<file path="config.mk">
export PLATFORM = sky130hd
export DESIGN_NAME = lut_ptr
export DESIGN_NICKNAME = d
export VERILOG_FILES = /design/src/rtl/lut_ptr_pkg.sv /design/src/rtl/lut_ptr_entry.sv /design/src/rtl/lut_ptr.sv
export SDC_FILE = /design/constraint.sdc
export NUM_CORES = 1
export LEC_CHECK = 0
export ABC_CLOCK_PERIOD_IN_PS = 2900
export CAP_MARGIN = 25
export CORE_AREA = 3 3 84 86
export CTS_CLUSTER_SIZE = 16
export DETAILED_ROUTE_END_ITERATION = 16
export DIE_AREA = 0 0 87 89
export DONT_BUFFER_PORTS = 1
export GPL_ROUTABILITY_DRIVEN = 0
export PLACE_DENSITY = 0.75
export RECOVER_POWER = 100
export SYNTH_ARGS = -nofsm -noshare
export SYNTH_HDL_FRONTEND = slang
export SYNTH_SLANG_ARGS = --single-unit
</file>
<file path="constraint.sdc">
create_clock -name clk -period 2.9 [get_ports clk]
set_input_delay 0.58 -clock clk [delete_from_list [all_inputs] [get_ports clk]]
set_output_delay 0.58 -clock clk [all_outputs]
set_load 0.01 [all_outputs]
</file>
<file path="src/rtl/lut_ptr_pkg.sv">
// Shared types and helpers for the lut_ptr pointer table.
//   upd_dir_t      : post-update direction (increment / decrement)
//   INIT_VALS_DFLT : default packed reset values for the 4 x 8-bit build
//   step()         : modular add/subtract of a stride, returns {wrap, new}
package lut_ptr_pkg;

  typedef enum logic {
    UPD_INC = 1'b0,
    UPD_DEC = 1'b1
  } upd_dir_t;

  // Entry 0 sits in the LSBs.
  localparam logic [31:0] INIT_VALS_DFLT = {8'd255, 8'd5, 8'd4, 8'd3};

  // Widest address the step helper handles.
  localparam int unsigned STEP_W = 32;

  // Steps 'old' by 'stride' modulo 2**width. 'old' and 'stride' must already
  // fit in 'width' bits. Bit STEP_W of the result is the wrap flag.
  function automatic logic [STEP_W:0] step(input logic [STEP_W-1:0] old,
                                           input upd_dir_t          dir,
                                           input logic [STEP_W-1:0] stride,
                                           input int unsigned       width);
    logic [STEP_W-1:0] mask;
    logic [STEP_W-1:0] nxt;
    logic              wrap;
    mask = (width >= STEP_W) ? '1 : ((32'd1 << width) - 32'd1);
    if (dir == UPD_INC) begin
      nxt  = (old + stride) & mask;
      wrap = (nxt < old);
    end else begin
      nxt  = (old - stride) & mask;
      wrap = (nxt > old);
    end
    return {wrap, nxt};
  endfunction

endpackage

</file>
<file path="src/rtl/lut_ptr_entry.sv">
// One pointer register of the lut_ptr table.
//   clk_i, reset_i : clock, asynchronous active-high reset to RST_VAL
//   ld_en_i        : load ld_data_i (has priority over a step)
//   step_en_i      : step by STRIDE in direction step_dir_i
//   val_o          : current register value
//   wrap_o         : the step that would be taken now wraps (combinational)
module lut_ptr_entry
  import lut_ptr_pkg::*;
#(
  parameter int unsigned        ADDR_W  = 8,
  parameter int unsigned        STRIDE  = 1,
  parameter logic [ADDR_W-1:0]  RST_VAL = '0
) (
  input  logic              clk_i,
  input  logic              reset_i,
  input  logic              ld_en_i,
  input  logic [ADDR_W-1:0] ld_data_i,
  input  logic              step_en_i,
  input  upd_dir_t          step_dir_i,
  output logic [ADDR_W-1:0] val_o,
  output logic              wrap_o
);

  logic [ADDR_W-1:0] val_q, val_d;
  logic [STEP_W:0]   step_res;
  logic              unused_step;

  always_comb begin
    step_res = step(STEP_W'(val_q), step_dir_i, STEP_W'(STRIDE), ADDR_W);
    val_d    = val_q;
    if (ld_en_i) begin
      val_d = ld_data_i;
    end else if (step_en_i) begin
      val_d = step_res[ADDR_W-1:0];
    end
  end

  // Upper bits of the helper result are zero by construction.
  assign unused_step = ^step_res;

  always_ff @(posedge clk_i or posedge reset_i) begin
    if (reset_i) begin
      val_q <= RST_VAL;
    end else begin
      val_q <= val_d;
    end
  end

  assign val_o  = val_q;
  assign wrap_o = step_res[STEP_W];

endmodule

</file>
<file path="src/rtl/lut_ptr.sv">
// Writable pointer table producing data-memory addresses from a selector.
//   clk, reset : clock, asynchronous active-high reset to INIT_VALS
//   ptr        : selects the entry for the current access
//   dm_adr     : entry[ptr] (pre-update), all-ones when ptr >= DEPTH
//   upd_en     : post-update entry[ptr] by STRIDE; upd_dir 0 = add, 1 = sub
//   wr_en      : load wr_data into entry[wr_ptr]; wins over an update
//   wrapped    : registered pulse, previous edge's update wrapped
module lut_ptr
  import lut_ptr_pkg::*;
#(
  parameter int unsigned               PTR_W     = 2,
  parameter int unsigned               DEPTH     = 4,
  parameter int unsigned               ADDR_W    = 8,
  parameter int unsigned               STRIDE    = 1,
  parameter logic [DEPTH*ADDR_W-1:0]   INIT_VALS = (DEPTH*ADDR_W)'(INIT_VALS_DFLT)
) (
  input  logic              clk,
  input  logic              reset,
  input  logic [PTR_W-1:0]  ptr,
  output logic [ADDR_W-1:0] dm_adr,
  input  logic              upd_en,
  input  logic              upd_dir,
  input  logic              wr_en,
  input  logic [PTR_W-1:0]  wr_ptr,
  input  logic [ADDR_W-1:0] wr_data,
  output logic              wrapped
);

  logic [ADDR_W-1:0] ent_val [DEPTH];
  logic [DEPTH-1:0]  ld_en;
  logic [DEPTH-1:0]  step_en;
  logic [DEPTH-1:0]  step_wrap;
  logic              wrapped_q, wrapped_d;

  for (genvar g = 0; g < DEPTH; g++) begin : g_entry
    lut_ptr_entry #(
      .ADDR_W  (ADDR_W),
      .STRIDE  (STRIDE),
      .RST_VAL (INIT_VALS[g*ADDR_W +: ADDR_W])
    ) u_entry (
      .clk_i      (clk),
      .reset_i    (reset),
      .ld_en_i    (ld_en[g]),
      .ld_data_i  (wr_data),
      .step_en_i  (step_en[g]),
      .step_dir_i (upd_dir_t'(upd_dir)),
      .val_o      (ent_val[g]),
      .wrap_o     (step_wrap[g])
    );
  end

  // Selectors beyond DEPTH match no entry, so they read all-ones and never
  // load or step anything.
  always_comb begin
    ld_en   = '0;
    step_en = '0;
    dm_adr  = '1;
    for (int unsigned i = 0; i < DEPTH; i++) begin
      ld_en[i]   = wr_en && (wr_ptr == PTR_W'(i));
      step_en[i] = upd_en && (ptr == PTR_W'(i)) && !ld_en[i];
      if (ptr == PTR_W'(i)) begin
        dm_adr = ent_val[i];
      end
    end
    // Only a step that is actually taken may flag a wrap.
    wrapped_d = |(step_en & step_wrap);
  end

  always_ff @(posedge clk or posedge reset) begin
    if (reset) begin
      wrapped_q <= 1'b0;
    end else begin
      wrapped_q <= wrapped_d;
    end
  end

  assign wrapped = wrapped_q;

endmodule

</file>
==> flow_metrics.py <==
metrics = {
    "yosys": {
        "synth-simple-area-share_pct": 23.8,
        "synth_compound_area_share_pct": 21.6,
        "syn_inst": 457,
        "syn_avg_cell_area_um2": 8.08,
        "synth_area_mm2": 0.00369,
        "ys_types": 61,
        "ys_seq_elements": 33,
        "synth_area_leaders": "dfrtp_1 14%, ha_1 12%, dfstp_2 9.2%",
        "synth_warnings": 0,
        "synth-edff-count": 0,
        "synth_xor_area_share_pct": 5.69,
        "synth_top_cell_by_area": "dfrtp_1",
        "synth_flop_cell": "dfrtp_1",
        "seq_area_frac_synth_pct": 22.8,
        "synth_fa_ha_area_share_pct": 12.2,
        "synth-async-reset-ratio_pct": 100,
        "yosys-mux-area-fraction_pct": 7.01,
        "synthesis.nets": 510,
        "synth_top_family_by_area": "simple AND/OR/NAND/NOR gates",
        "synth_top_area_share_pct": 13.6,
    },
    "timing": {
        "max_freq_ghz": 0.359,
        "hold_violations": 0,
        "slew_headroom_pct": -17.6,
        "setup_viol": 0,
        "clock_skew_ps": 6.43,
        "min_period_ps": 2790,
        "finalCritPeriodShare_pct": 96.1,
        "tightest_slew_ps": 1760,
        "drv_slew": 34,
    },
    "grt": {
        "grt_pass1_wl_um": 16000,
        "grt_busiest_layer": "met2",
        "gr-usage-met2_pct": 42.5,
        "use_met1_pct": 35.5,
        "grt_max_degree": 45,
        "grt_antenna_before_repair": 0,
        "overflow": 0,
        "grt_pass1_vias": 3144,
        "grt_usage_pct": 26.3,
        "use_met3_pct": 6.08,
    },
    "clocking": {
        "hold_buffers": 0,
        "clk_pin_slew_ps": 70,
        "tritoncts": "built",
        "postCtsSetupBuffers": 0,
        "cts_resized": 0,
        "cts-buffers-inserted": 5,
        "clk_latency_ps": 280,
        "cts.htree.levels": 2,
        "clk_path_buf_depth": 2,
        "clock_sinks": 33,
        "root_buffer": "clkbuf_8",
    },
    "finish": {
        "seqCellArea_um2": 842,
        "drive_gt1_share_pct": 10.8,
        "final_nets": 504,
        "nFillCells": 569,
        "layoutNonFillerInstCount": 529,
        "multiInputGateArea_mm2": 0.00259,
        "final_cell_area_mm2": 0.00382,
        "synthToLayoutAreaGrowth_pct": 3.49,
        "diodes": 0,
    },
    "setup_path": {
        "cp-start-kind": "flip-flop",
        "cp.required_ps": 3120,
        "cp_max_fo": 9,
        "crit_path_end_kind": "flip-flop",
        "criticalPathCategory": "flip-flop to flip-flop",
        "critPathArrivalTime_ps": 3010,
    },
    "placement": {
        "dp.final_hpwl_um": 7240,
        "placed_cell_area_mm2": 0.00376,
        "portBuffers": 0,
        "dp_cells": 521,
    },
    "routing": {
        "route.detailed.drc": 0,
        "routedWlPerCell_um": 18.5,
        "via_count": 3437,
        "vias_per_cell": 6.50,
        "drt_iter0_drc": 243,
        "wl_um": 9770,
        "ant_nets": 0,
        "dr.pass1.iters": 5,
    },
    "hold_path": {
        "min_path_type": "input pin to flip-flop",
    },
    "floorplan": {
        "dieHeight_um": 89,
        "die_x_um": 87,
        "fp-row-count": 29,
        "core-area_mm2": 0.00635,
        "io_pins": 26,
        "die_area_mm2": 0.00774,
        "initial_core_util_pct": 58.2,
    },
    "power": {
        "power_per_cell_area_mw_per_mm2": 652,
        "vdd_drop_max_uv": 390,
        "p_leak_nw": 1.53,
    },
    "job": {
        "drv_cap": 1,
    },
    "outcome": {
        "status": "complete, but fails checks",
        "violations": "max-capacitance violations, max-slew violations",
    },
}
## through the flow
step	TNS [ps]	util, %	power [mW]	hold slack [ps]	setup WS (ps)
finish	0	60.2	2.49	426	112
global route	-22.1	60.2	2.71	424	-22.1
CTS	0	60.5	2.50	282	101
detailed placement	0	59.2	2.16	587	123
global placement	0	59.2	2.11	585	164
floorplan	0	-	1.83	554	217
## routing by layer
metal	vias up	share of wire (%)
met5	-	0
met3	16	7.8
met2	137	47
li1	1665	-
met4	0	2.1
met1	1619	44
## critical path, stage by stage, from the launching register on
cell      delay (ps)
dfstp_2          620
inv_1            120
ha_1             240
nor3b_1          160
ha_1             330
o21ai_0           80
a221oi_1         300
o22ai_1          110
a31oi_1          370
nand3b_1         180
o221ai_1         100
a211o_1          130
## logic make-up (layout without fill, tap and decap cells)
family	count (synthesis)	after routing
fa+ha+maj	36	36
buf+inv	55	50
compound gates	129	129
simple gates	165	165
flops	33	33
mux	15	15
xor+xnor	24	24
## cells in the mapped netlist, types with 4 or more instances
cell / n
nand4_1: 6
nand3_1: 10
o311ai_0: 4
nand2_1: 17
a31oi_1: 5
mux2_2: 4
nor4_1: 7
o31ai_1: 4
and3_1: 4
inv_1: 25
nor2b_1: 13
and2_1: 4
buf_6: 4
nor3b_1: 10
nor2_1: 55
nand3b_1: 7
dfstp_2: 13
a21oi_1: 61
ha_1: 36
xnor2_1: 16
xor2_1: 8
o22ai_1: 4
mux4_2: 7
o21ai_0: 18
a211oi_1: 10
nor3_1: 11
clkbuf_1: 18
dfrtp_1: 20
or3_1: 7
## sequential cells by signal, summed over array words and instances (netlist names)
signal / count
wrapped: 1
g_entry.u_entry.val_o: 32
## report_power, final
group          switching (mW)  leakage (nW)  internal [mW]
registers               0.220         0.363          0.617
logic                   0.724          1.12          0.601
clock network           0.163        0.0450          0.166
## path summary, 6_finish.rpt
path                                             start                     endpoint  slack [ps]  cells past startpoint
min in group asynchronous                        reset  g_entry[2].u_entry.val_o[6]         810                      2
hold / removal                              wr_data[6]  g_entry[3].u_entry.val_o[6]         430                      2
hold reg to reg            g_entry[3].u_entry.val_o[7]  g_entry[3].u_entry.val_o[7]         620                      2
max in group asynchronous                        reset  g_entry[2].u_entry.val_o[4]        1070                      2
setup / recovery           g_entry[2].u_entry.val_o[0]                      wrapped         110                     11
setup reg to reg           g_entry[2].u_entry.val_o[0]                      wrapped         110                     11
## cells in the final DEF, fill, tap and decap left out, drive strengths merged, types with 10 or more instances in the layout
cell type	instances
xnor2	16
nand2	17
a21oi	61
buf	13
nor3b	10
nand3	10
o21ai	18
a211oi	12
dfrtp	20
nor3	11
ha	36
clkbuf	10
nor2b	13
dfstp	13
inv	25
nor2	55
## area by class of cell
type / count / area share [%]
inverter: 25 / 2.45
timing repair buffer: 17 / 2.95
multi-input combinational: 369 / 67.9
clock buffer: 6 / 1.90
tap: 77 / 2.52
clock inverter: 2 / 0.262
sequential: 33 / 22.0
Power figures use the tool's default switching activity.
